File: config.mk
export PLATFORM = sky130hd
export DESIGN_NAME = wfunc_apb_loader
export DESIGN_NICKNAME = d
export VERILOG_FILES = /design/src/rtl/wfunc_apb_loader.sv
export SDC_FILE = /design/constraint.sdc
export NUM_CORES = 1
export LEC_CHECK = 0
export BUFFER_PORTS_ARGS = -buffer_cell sky130_fd_sc_hd__buf_2
export CAP_MARGIN = 20
export CORE_AREA = 8 8 92 94
export CTS_BUF_LIST = sky130_fd_sc_hd__clkbuf_8
export CTS_CLUSTER_DIAMETER = 50
export CTS_CLUSTER_SIZE = 30
export DETAILED_ROUTE_END_ITERATION = 7
export DIE_AREA = 0 0 100 102
export MAX_ROUTING_LAYER = met4
export PLACE_DENSITY = 0.91
export SLEW_MARGIN = 40
export SYNTH_ARGS = -nofsm -noshare
export SYNTH_HDL_FRONTEND = slang
export SYNTH_SLANG_ARGS = --single-unit
File: constraint.sdc
create_clock -name clk -period 3.1 [get_ports clk]
set_clock_uncertainty 0.2 [all_clocks]
set_input_delay 0.465 -clock clk [delete_from_list [all_inputs] [get_ports clk]]
set_output_delay 0.465 -clock clk [all_outputs]
set_load 0.05 [all_outputs]
File: src/rtl/wfunc_apb_loader.sv
// APB initiator that soft-resets window_func, programs its mode, streams one
// coefficient table into it from AXI-Stream, arms it, and polls until it leaves IDLE.
module wfunc_apb_loader #(
    parameter int FFT_SIZE = 8192,
    parameter int APB_AW   = $clog2(FFT_SIZE-1)+3,
    parameter int POLL_MAX = 16
) (
    input  logic              clk,
    input  logic              rst,
    input  logic              start,
    input  logic              one_pack,
    output logic              busy,
    output logic              done,
    output logic [1:0]        err,
    input  logic              coef_tvalid,
    output logic              coef_tready,
    input  logic [31:0]       coef_tdata,
    input  logic              coef_tlast,
    output logic              psel,
    output logic              penable,
    output logic              pwrite,
    output logic [APB_AW-1:0] paddr,
    output logic [31:0]       pwdata,
    input  logic [31:0]       prdata
);
    localparam int CW = $clog2(FFT_SIZE);
    localparam int PW = $clog2(POLL_MAX+1);
    localparam logic [APB_AW-1:0] CTRL1_A = APB_AW'(FFT_SIZE*4);
    localparam logic [APB_AW-1:0] STAT_A  = APB_AW'((FFT_SIZE+1)*4);
    localparam logic [CW-1:0]     LAST_N  = CW'(FFT_SIZE-1);

    typedef enum logic [2:0] {S_IDLE, S_RST, S_CFG, S_LOAD, S_ARM, S_POLL, S_FIN} state_t;

    state_t        state;
    logic [31:0]   shadow;
    logic          op;
    logic          fin;
    logic [CW-1:0] cnt;
    logic [PW-1:0] polls;

    logic unused_prdata;
    assign unused_prdata = ^{prdata[31:10], prdata[7:0]};

    // Every APB phase change happens in this block; a state's last ACCESS edge
    // already launches the next state's SETUP so transfers can run back-to-back.
    always_ff @(posedge clk) begin
        if (rst) begin
            state       <= S_IDLE;
            shadow      <= '0;
            op          <= 1'b0;
            fin         <= 1'b0;
            cnt         <= '0;
            polls       <= '0;
            psel        <= 1'b0;
            penable     <= 1'b0;
            pwrite      <= 1'b0;
            paddr       <= '0;
            pwdata      <= '0;
            coef_tready <= 1'b0;
            busy        <= 1'b0;
            done        <= 1'b0;
            err         <= 2'd0;
        end else begin
            case (state)
                S_IDLE: if (start) begin
                    state   <= S_RST;
                    op      <= one_pack;
                    err     <= 2'd0;
                    busy    <= 1'b1;
                    psel    <= 1'b1;
                    penable <= 1'b0;
                    pwrite  <= 1'b1;
                    paddr   <= CTRL1_A;
                    pwdata  <= shadow ^ 32'h1;
                    shadow  <= shadow ^ 32'h1;
                end
                S_RST: begin
                    if (!penable) penable <= 1'b1;
                    else begin
                        state   <= S_CFG;
                        penable <= 1'b0;
                        paddr   <= STAT_A;
                        pwdata  <= {31'b0, op};
                    end
                end
                S_CFG: begin
                    if (!penable) penable <= 1'b1;
                    else begin
                        state       <= S_LOAD;
                        psel        <= 1'b0;
                        penable     <= 1'b0;
                        coef_tready <= 1'b1;
                        cnt         <= '0;
                        fin         <= 1'b0;
                    end
                end
                S_LOAD: begin
                    if (coef_tready && coef_tvalid) begin
                        coef_tready <= 1'b0;
                        psel        <= 1'b1;
                        penable     <= 1'b0;
                        paddr       <= APB_AW'({cnt, 2'b00});
                        pwdata      <= coef_tdata;
                        fin         <= coef_tlast || (cnt == LAST_N);
                        if (coef_tlast && cnt != LAST_N) err <= 2'd1;
                        if (!coef_tlast && cnt == LAST_N) err <= 2'd2;
                        if (!coef_tlast && cnt != LAST_N) cnt <= cnt + 1'b1;
                    end else if (psel && !penable) begin
                        penable     <= 1'b1;
                        coef_tready <= !fin;
                    end else if (penable && fin) begin
                        penable <= 1'b0;
                        if (err == 2'd0) begin
                            state  <= S_ARM;
                            paddr  <= CTRL1_A;
                            pwdata <= shadow ^ 32'h100;
                            shadow <= shadow ^ 32'h100;
                        end else begin
                            state <= S_FIN;
                            psel  <= 1'b0;
                            done  <= 1'b1;
                            busy  <= 1'b0;
                        end
                    end else begin
                        psel    <= 1'b0;
                        penable <= 1'b0;
                    end
                end
                S_ARM: begin
                    if (!penable) penable <= 1'b1;
                    else begin
                        state   <= S_POLL;
                        penable <= 1'b0;
                        pwrite  <= 1'b0;
                        paddr   <= STAT_A;
                        polls   <= '0;
                    end
                end
                S_POLL: begin
                    if (!penable) penable <= 1'b1;
                    else begin
                        penable <= 1'b0;
                        // 01 = WAIT, 10 = BUSY: the windowing FSM has left IDLE.
                        if (prdata[9:8] == 2'b01 || prdata[9:8] == 2'b10 ||
                            polls == PW'(POLL_MAX-1)) begin
                            if (!(prdata[9:8] == 2'b01 || prdata[9:8] == 2'b10)) err <= 2'd3;
                            state <= S_FIN;
                            psel  <= 1'b0;
                            done  <= 1'b1;
                            busy  <= 1'b0;
                        end else begin
                            polls <= polls + 1'b1;
                        end
                    end
                end
                S_FIN: begin
                    done  <= 1'b0;
                    state <= S_IDLE;
                end
                default: state <= S_IDLE;
            endcase
        end
    end
endmodule

Yosys cells after proc, flatten, opt, wreduce, memory -nomap -nowiden --
Index checks and enable logic that the tools add are counted.
Word-level totals: input port bits 70, word-level logic and storage cells 176, output and inout bits 56, bits in registers 81
Operators by class: multiplexer cells 79, eq/ne operators 32, add/subtract/negate cells 2, reductions and logical operators 41, bitwise operators 6
Operators by type and width (number):
- 32-bit 2-to-1 mux | 6
- 16-bit 2-to-1 mux | 6
- 32-bit case mux with 3 select lines | 1
- 16-bit case mux with 3 select lines | 1
- 13-bit 2-to-1 mux | 3
- 9-bit 2-to-1 mux | 4
- 2-bit != test (second input constant) | 14
- 3-bit 2-to-1 mux | 9
- 1-bit 2-to-1 mux | 26
- 13-bit case mux with 2 select lines | 1
- 7-bit AND reduction | 3
- 3-bit case mux with 6 select lines | 1
- 9-bit case mux with 2 select lines | 1
- 6-bit AND reduction | 3
- 2-bit 2-to-1 mux | 8
- 5-bit 2-to-1 mux | 3
- 3-bit != test (second input constant) | 5
- 3-bit nonzero test | 5
- 13-bit by 1-bit adder with 13-bit output (second input constant) | 1
- 13-bit == test (second input constant) | 1
- 13-bit != test (second input constant) | 1
- 3-bit AND reduction | 4
- 5-bit case mux with 2 select lines | 1
- 3-bit == test (second input constant) | 3
- other kinds (26) | 49

Longest topological paths before layout --
word-level depth 6, gate-level depth with buffers 9, depth with buffers taken out 9

Least setup slack after synthesis --
No wires, ideal clock.
path kind reg-to-reg, from reg coef_tready, to reg pwdata[10], library setup time 0.128 ns, data required time 2.772 ns, arrival 2.040 ns, path buffers 3, period minus slack after synthesis 2.367 ns, stages on the path, launching flop included 9, slack 0.733 ns, cell sequence dfxtp_1 and2_1 buf_2 nor3_1 or4_1 buf_2 buf_6 a22oi_1 nor2_1
On the way: longest elaborated chain between the ends 3, elaborated cells on any way between the ends 7
RTL lines:
- from (decl) | line 16 | output logic coef_tready,
- from (signal assigned) | line 110 | coef_tready <= !fin;
- 1-bit logical AND * | line 98 | if (coef_tready && coef_tvalid) begin
- 3-bit != test (no source line) or 32-bit 2-to-1 mux (tied branches)
- 6-bit AND reduction (no source line) or 32-bit case mux with 3 select lines (tied branches)
- to (signal assigned) | line 83 | pwdata <= {31'b0, op};
- to (signal assigned) | line 103 | pwdata <= coef_tdata;
- to (signal assigned) | line 116 | pwdata <= shadow ^ 32'h100;
- to (decl) | line 23 | output logic [31:0] pwdata,
Every way passes the cells marked *; elsewhere a longest branch is shown, timed or not. A chain may end at the register's enable or synchronous reset.

Final worst setup path --
from reg cnt[0], to reg cnt[6]
On the way: longest elaborated chain between the ends 4, elaborated cells on any way between the ends 8
RTL lines:
- from (decl) | line 38 | logic [CW-1:0] cnt;
- from (signal assigned) | line 107 | if (!coef_tlast && cnt != LAST_N) cnt <= cnt + 1'b1;
- 13-bit by 1-bit adder with 13-bit output or 13-bit != test (tied branches) | line 107
- 13-bit 2-to-1 mux or 1-bit logical AND (tied branches) | line 107
- 13-bit 2-to-1 mux or 2-bit != test (tied branches)
- 13-bit case mux with 2 select lines or 4-bit AND reduction (tied branches)
Several ways; a longest one is shown, not always the timed one. The select of a mux whose other input is x is not followed.

==> impl_metrics.yaml <==
setup_path:
  cp.required_ps: 3140
  max_stage_delay_ps: 580
  cp_max_fo: 6
  worstPathBufferInverterCount: 0
  cp.arrival_ps: 2630
  r2r_slack_ps: 510
  crit_path_cell_trace: "ha_1 -> and3_1 -> nand3_1 -> ha_1 -> nand4_1 -> a211oi_1 -> nand4_1 -> xor2_1 -> nor2_1"
  ff2ff_path_depth: 9
  r2r-start: "cnt[0]$_SDFFE_PP0P_"
  path_delay_family: "simple AND/OR/NAND/NOR gates"
  worstSetupStartpointType: "flop"
  timing.rr.end: "cnt[6]$_SDFFE_PP0P_"
  crit_slowest_cell: "a211oi_1"
  critPathKind: "flop to flop"
  end_kind: "flop"
synthesis:
  synthTopCellsByArea: "dfxtp_1, nor2_1, a22oi_1, xor2_1, a21oi_1"
  yosysSeqAreaShare_pct: 46.37
  synth_area_um2: 3411
  async_flop_share_pct: 0
  syn_inst: 387
  ys_types: 51
  avgSynthCellArea_um2: 8.813
  ys_seq_elements: 79
  synth_edf_count: 0
  yosys_warnings: 0
  synth_ff_type: "dfxtp_1"
  yosysTopAreaCellShare_pct: 46.37
  yosysTopAreaCell: "dfxtp_1"
clocking:
  hold_buffers: 0
  cts_num_sinks: 79
  htree_levels: 3
  cts_tree: "built"
  cts-resized-gates: 0
  clock_path_buffers: 2
  post_cts_buffers: 0
  insertion_delay_ps: 350
  ctsRootBufferMaster: "clkbuf_8"
  cts_buffers: 9
  path_clk_slew_ps: 80
pwr:
  power_switching_mw: 1.144
  leakage_nw: 1.863
  netSwitchingFraction_pct: 36.53
  seqPwrFrac_pct: 37.0
  p_comb_share_pct: 32.6
  irDropWorstVdd_mv: 0.5037
  p_per_area_nw_per_um2: 743.3
  p_int_mw: 1.987
  clock_power_share_pct: 30.4
global_route:
  grt_pass1_vias: 3041
  grt_pass1_wl_um: 13970
  grt_antenna_before_repair: 0
  grt_max_degree: 34
  grt_overflow_total: 0
  grt_util_all_layers_pct: 17.48
floorplanning:
  start_util_pct: 48.32
  die_h_um: 102
  core_area_um2: 7059
  ios: 126
  row_count: 31
  die_w_um: 100
  dieArea_um2: 10200
route:
  vias: 3141
  ant_nets: 0
  wl_um: 8498
  drc: 0
  first_pass_iters: 5
  viasPerCell: 5.425
  wire_per_inst_um: 14.68
  first_iter_violations: 261
sta:
  finalSetupViolCount: 0
  rsz0062_at_grt: "no"
  relSlewSlack_pct: 57.28
  fin_crit_sh_pct: 83.62
  max_slew.worst_pin.slew_ps: 636.9
  fin_crit_ps: 2592
  hold_violations: 0
  setup_tns_ps: 0
  worst_hold_slack_ps: 147.0
  fmax_mhz: 385.8
  slew_viol_final: 0
worst_hold_path:
  whs_endpoint: "pwdata[21]$_SDFFE_PP0P_"
  hold_depth: 3
  holdCritStartpoint: "coef_tdata[21]"
  hp-class: "input pin to flop"
layout:
  diodes: 0
  drive_gt1_share_pct: 26.25
  area_growth_pct: 23.48
  stdcell_area_um2: 4212
  fill_cells: 634
  finalNetCount: 550
placement:
  place_area_um2: 3959
  gp_congestion: 0.9305
  dp_hpwl_um: 6060
  io_buffers: 93
outcome:
  status: "completed"
job:
  drv_cap: 0
## cells in the mapped netlist, drive strengths merged, types with 2 or more instances
master and n:
a2111oi 2, nor3 16, and3b 2, nand2b 4, inv 9, nand4 4, ha 5, a21oi 21
nor3b 3, dfxtp 79, a22oi 30, nand3b 2, nor2 68, nor2b 5, and2 2, a31oi 2
and4bb 2, and3 6, o21ai 6, a22o 12, buf 12, nand2 17, or3 3, mux2i 3
clkbuf 16, nand3 13, xor2 13, a211oi 7, xnor2 5
## area by class of cell
type	count	area, um2	share of cell area (%)
clock buffer	10	137.6	3.268
clock inverter	6	115.1	2.733
inverter	9	33.78	0.8021
multi-input combinational	272	1659	39.39
sequential	79	1582	37.55
tap	99	123.9	2.941
timing repair buffer	104	560.5	13.31
## worst reg2reg max path: stages (launching register included)
cell      delay, ps
dfxtp_1         360
ha_1            240
and3_1          180
nand3_1         100
ha_1            270
nand4_1         120
a211oi_1        580
nand4_1         200
xor2_1          170
nor2_1           60
## power groups by stage
| stage | logic, mW | registers, mW | clock network (mW) |
|---|---|---|---|
| finish | 1.02 | 1.16 | 0.951 |
| global route | 1.11 | 1.17 | 1.02 |
| CTS | 1.02 | 1.16 | 0.971 |
| detailed placement | 1.01 | 1.18 | 0 |
| global placement | 0.994 | 1.17 | 0 |
| floorplan | 0.589 | 1.38 | 0 |
## per-layer routing
layer	global-route usage (%)	vias to the layer above	part of all wire (%)
met2	26.89	116	47
li1	-	1541	-
met5	-	-	0
met3	4.564	14	6.1
met1	20.94	1470	45
met4	8.256	0	1.3
## cells in the final DEF (no fill, tap or decap), types with 9 or more instances in the layout
master    instances
inv_1             9
buf_2            93
nand3_1          13
nor2_1           67
nand2_1          17
a22oi_1          30
clkbuf_8         10
a22o_1           12
buf_4            10
xor2_1           13
nor3_1           16
dfxtp_1          79
a21oi_1          21
## worst max path at each step
stage | end | start | depth (start not counted)
finish | cnt[6]$_SDFFE_PP0P_ | cnt[0]$_SDFFE_PP0P_ | 9
global placement | cnt[6]$_SDFFE_PP0P_ | cnt[0]$_SDFFE_PP0P_ | 9
detailed placement | cnt[6]$_SDFFE_PP0P_ | cnt[0]$_SDFFE_PP0P_ | 9
global route | cnt[6]$_SDFFE_PP0P_ | cnt[0]$_SDFFE_PP0P_ | 9
CTS | cnt[6]$_SDFFE_PP0P_ | cnt[0]$_SDFFE_PP0P_ | 9
floorplan | pwdata[10]$_SDFFE_PP0P_ | coef_tready$_SDFFE_PP0P_ | 8
## flip-flops by register name, indices dropped and copies added, names as in the netlist, 2 cells and up
signal / count
state: 3
shadow: 2
cnt: 13
pwdata: 32
polls: 5
paddr: 14
err: 2
## through the flow
| step | total power, mW | setup slack, ps | util [%] | instances |
|---|---|---|---|---|
| 6_report | 3.130 | 507.8 | 59.66 | 579 |
| 5_1_grt | 3.298 | 252.7 | 59.66 | 579 |
| 4_1_cts | 3.146 | 521.2 | 59.66 | 579 |
| 3_5_place_dp | 2.191 | 537.8 | 56.08 | 563 |
| 3_3_place_gp | 2.167 | 618.5 | 56.08 | 563 |
| 2_1_floorplan | 1.965 | 732.9 | - | 388 |
## kinds of logic after synthesis
group,after synthesis,synth area share (%)
simple gates,154,22.19
compound gates,90,18.82
flops,79,46.37
buf+inv,37,5.172
xor+xnor,18,4.622
fa+ha+maj,5,1.834
mux,3,0.8804
other cells,1,0.1099
(Power assumes the default switching activity.)
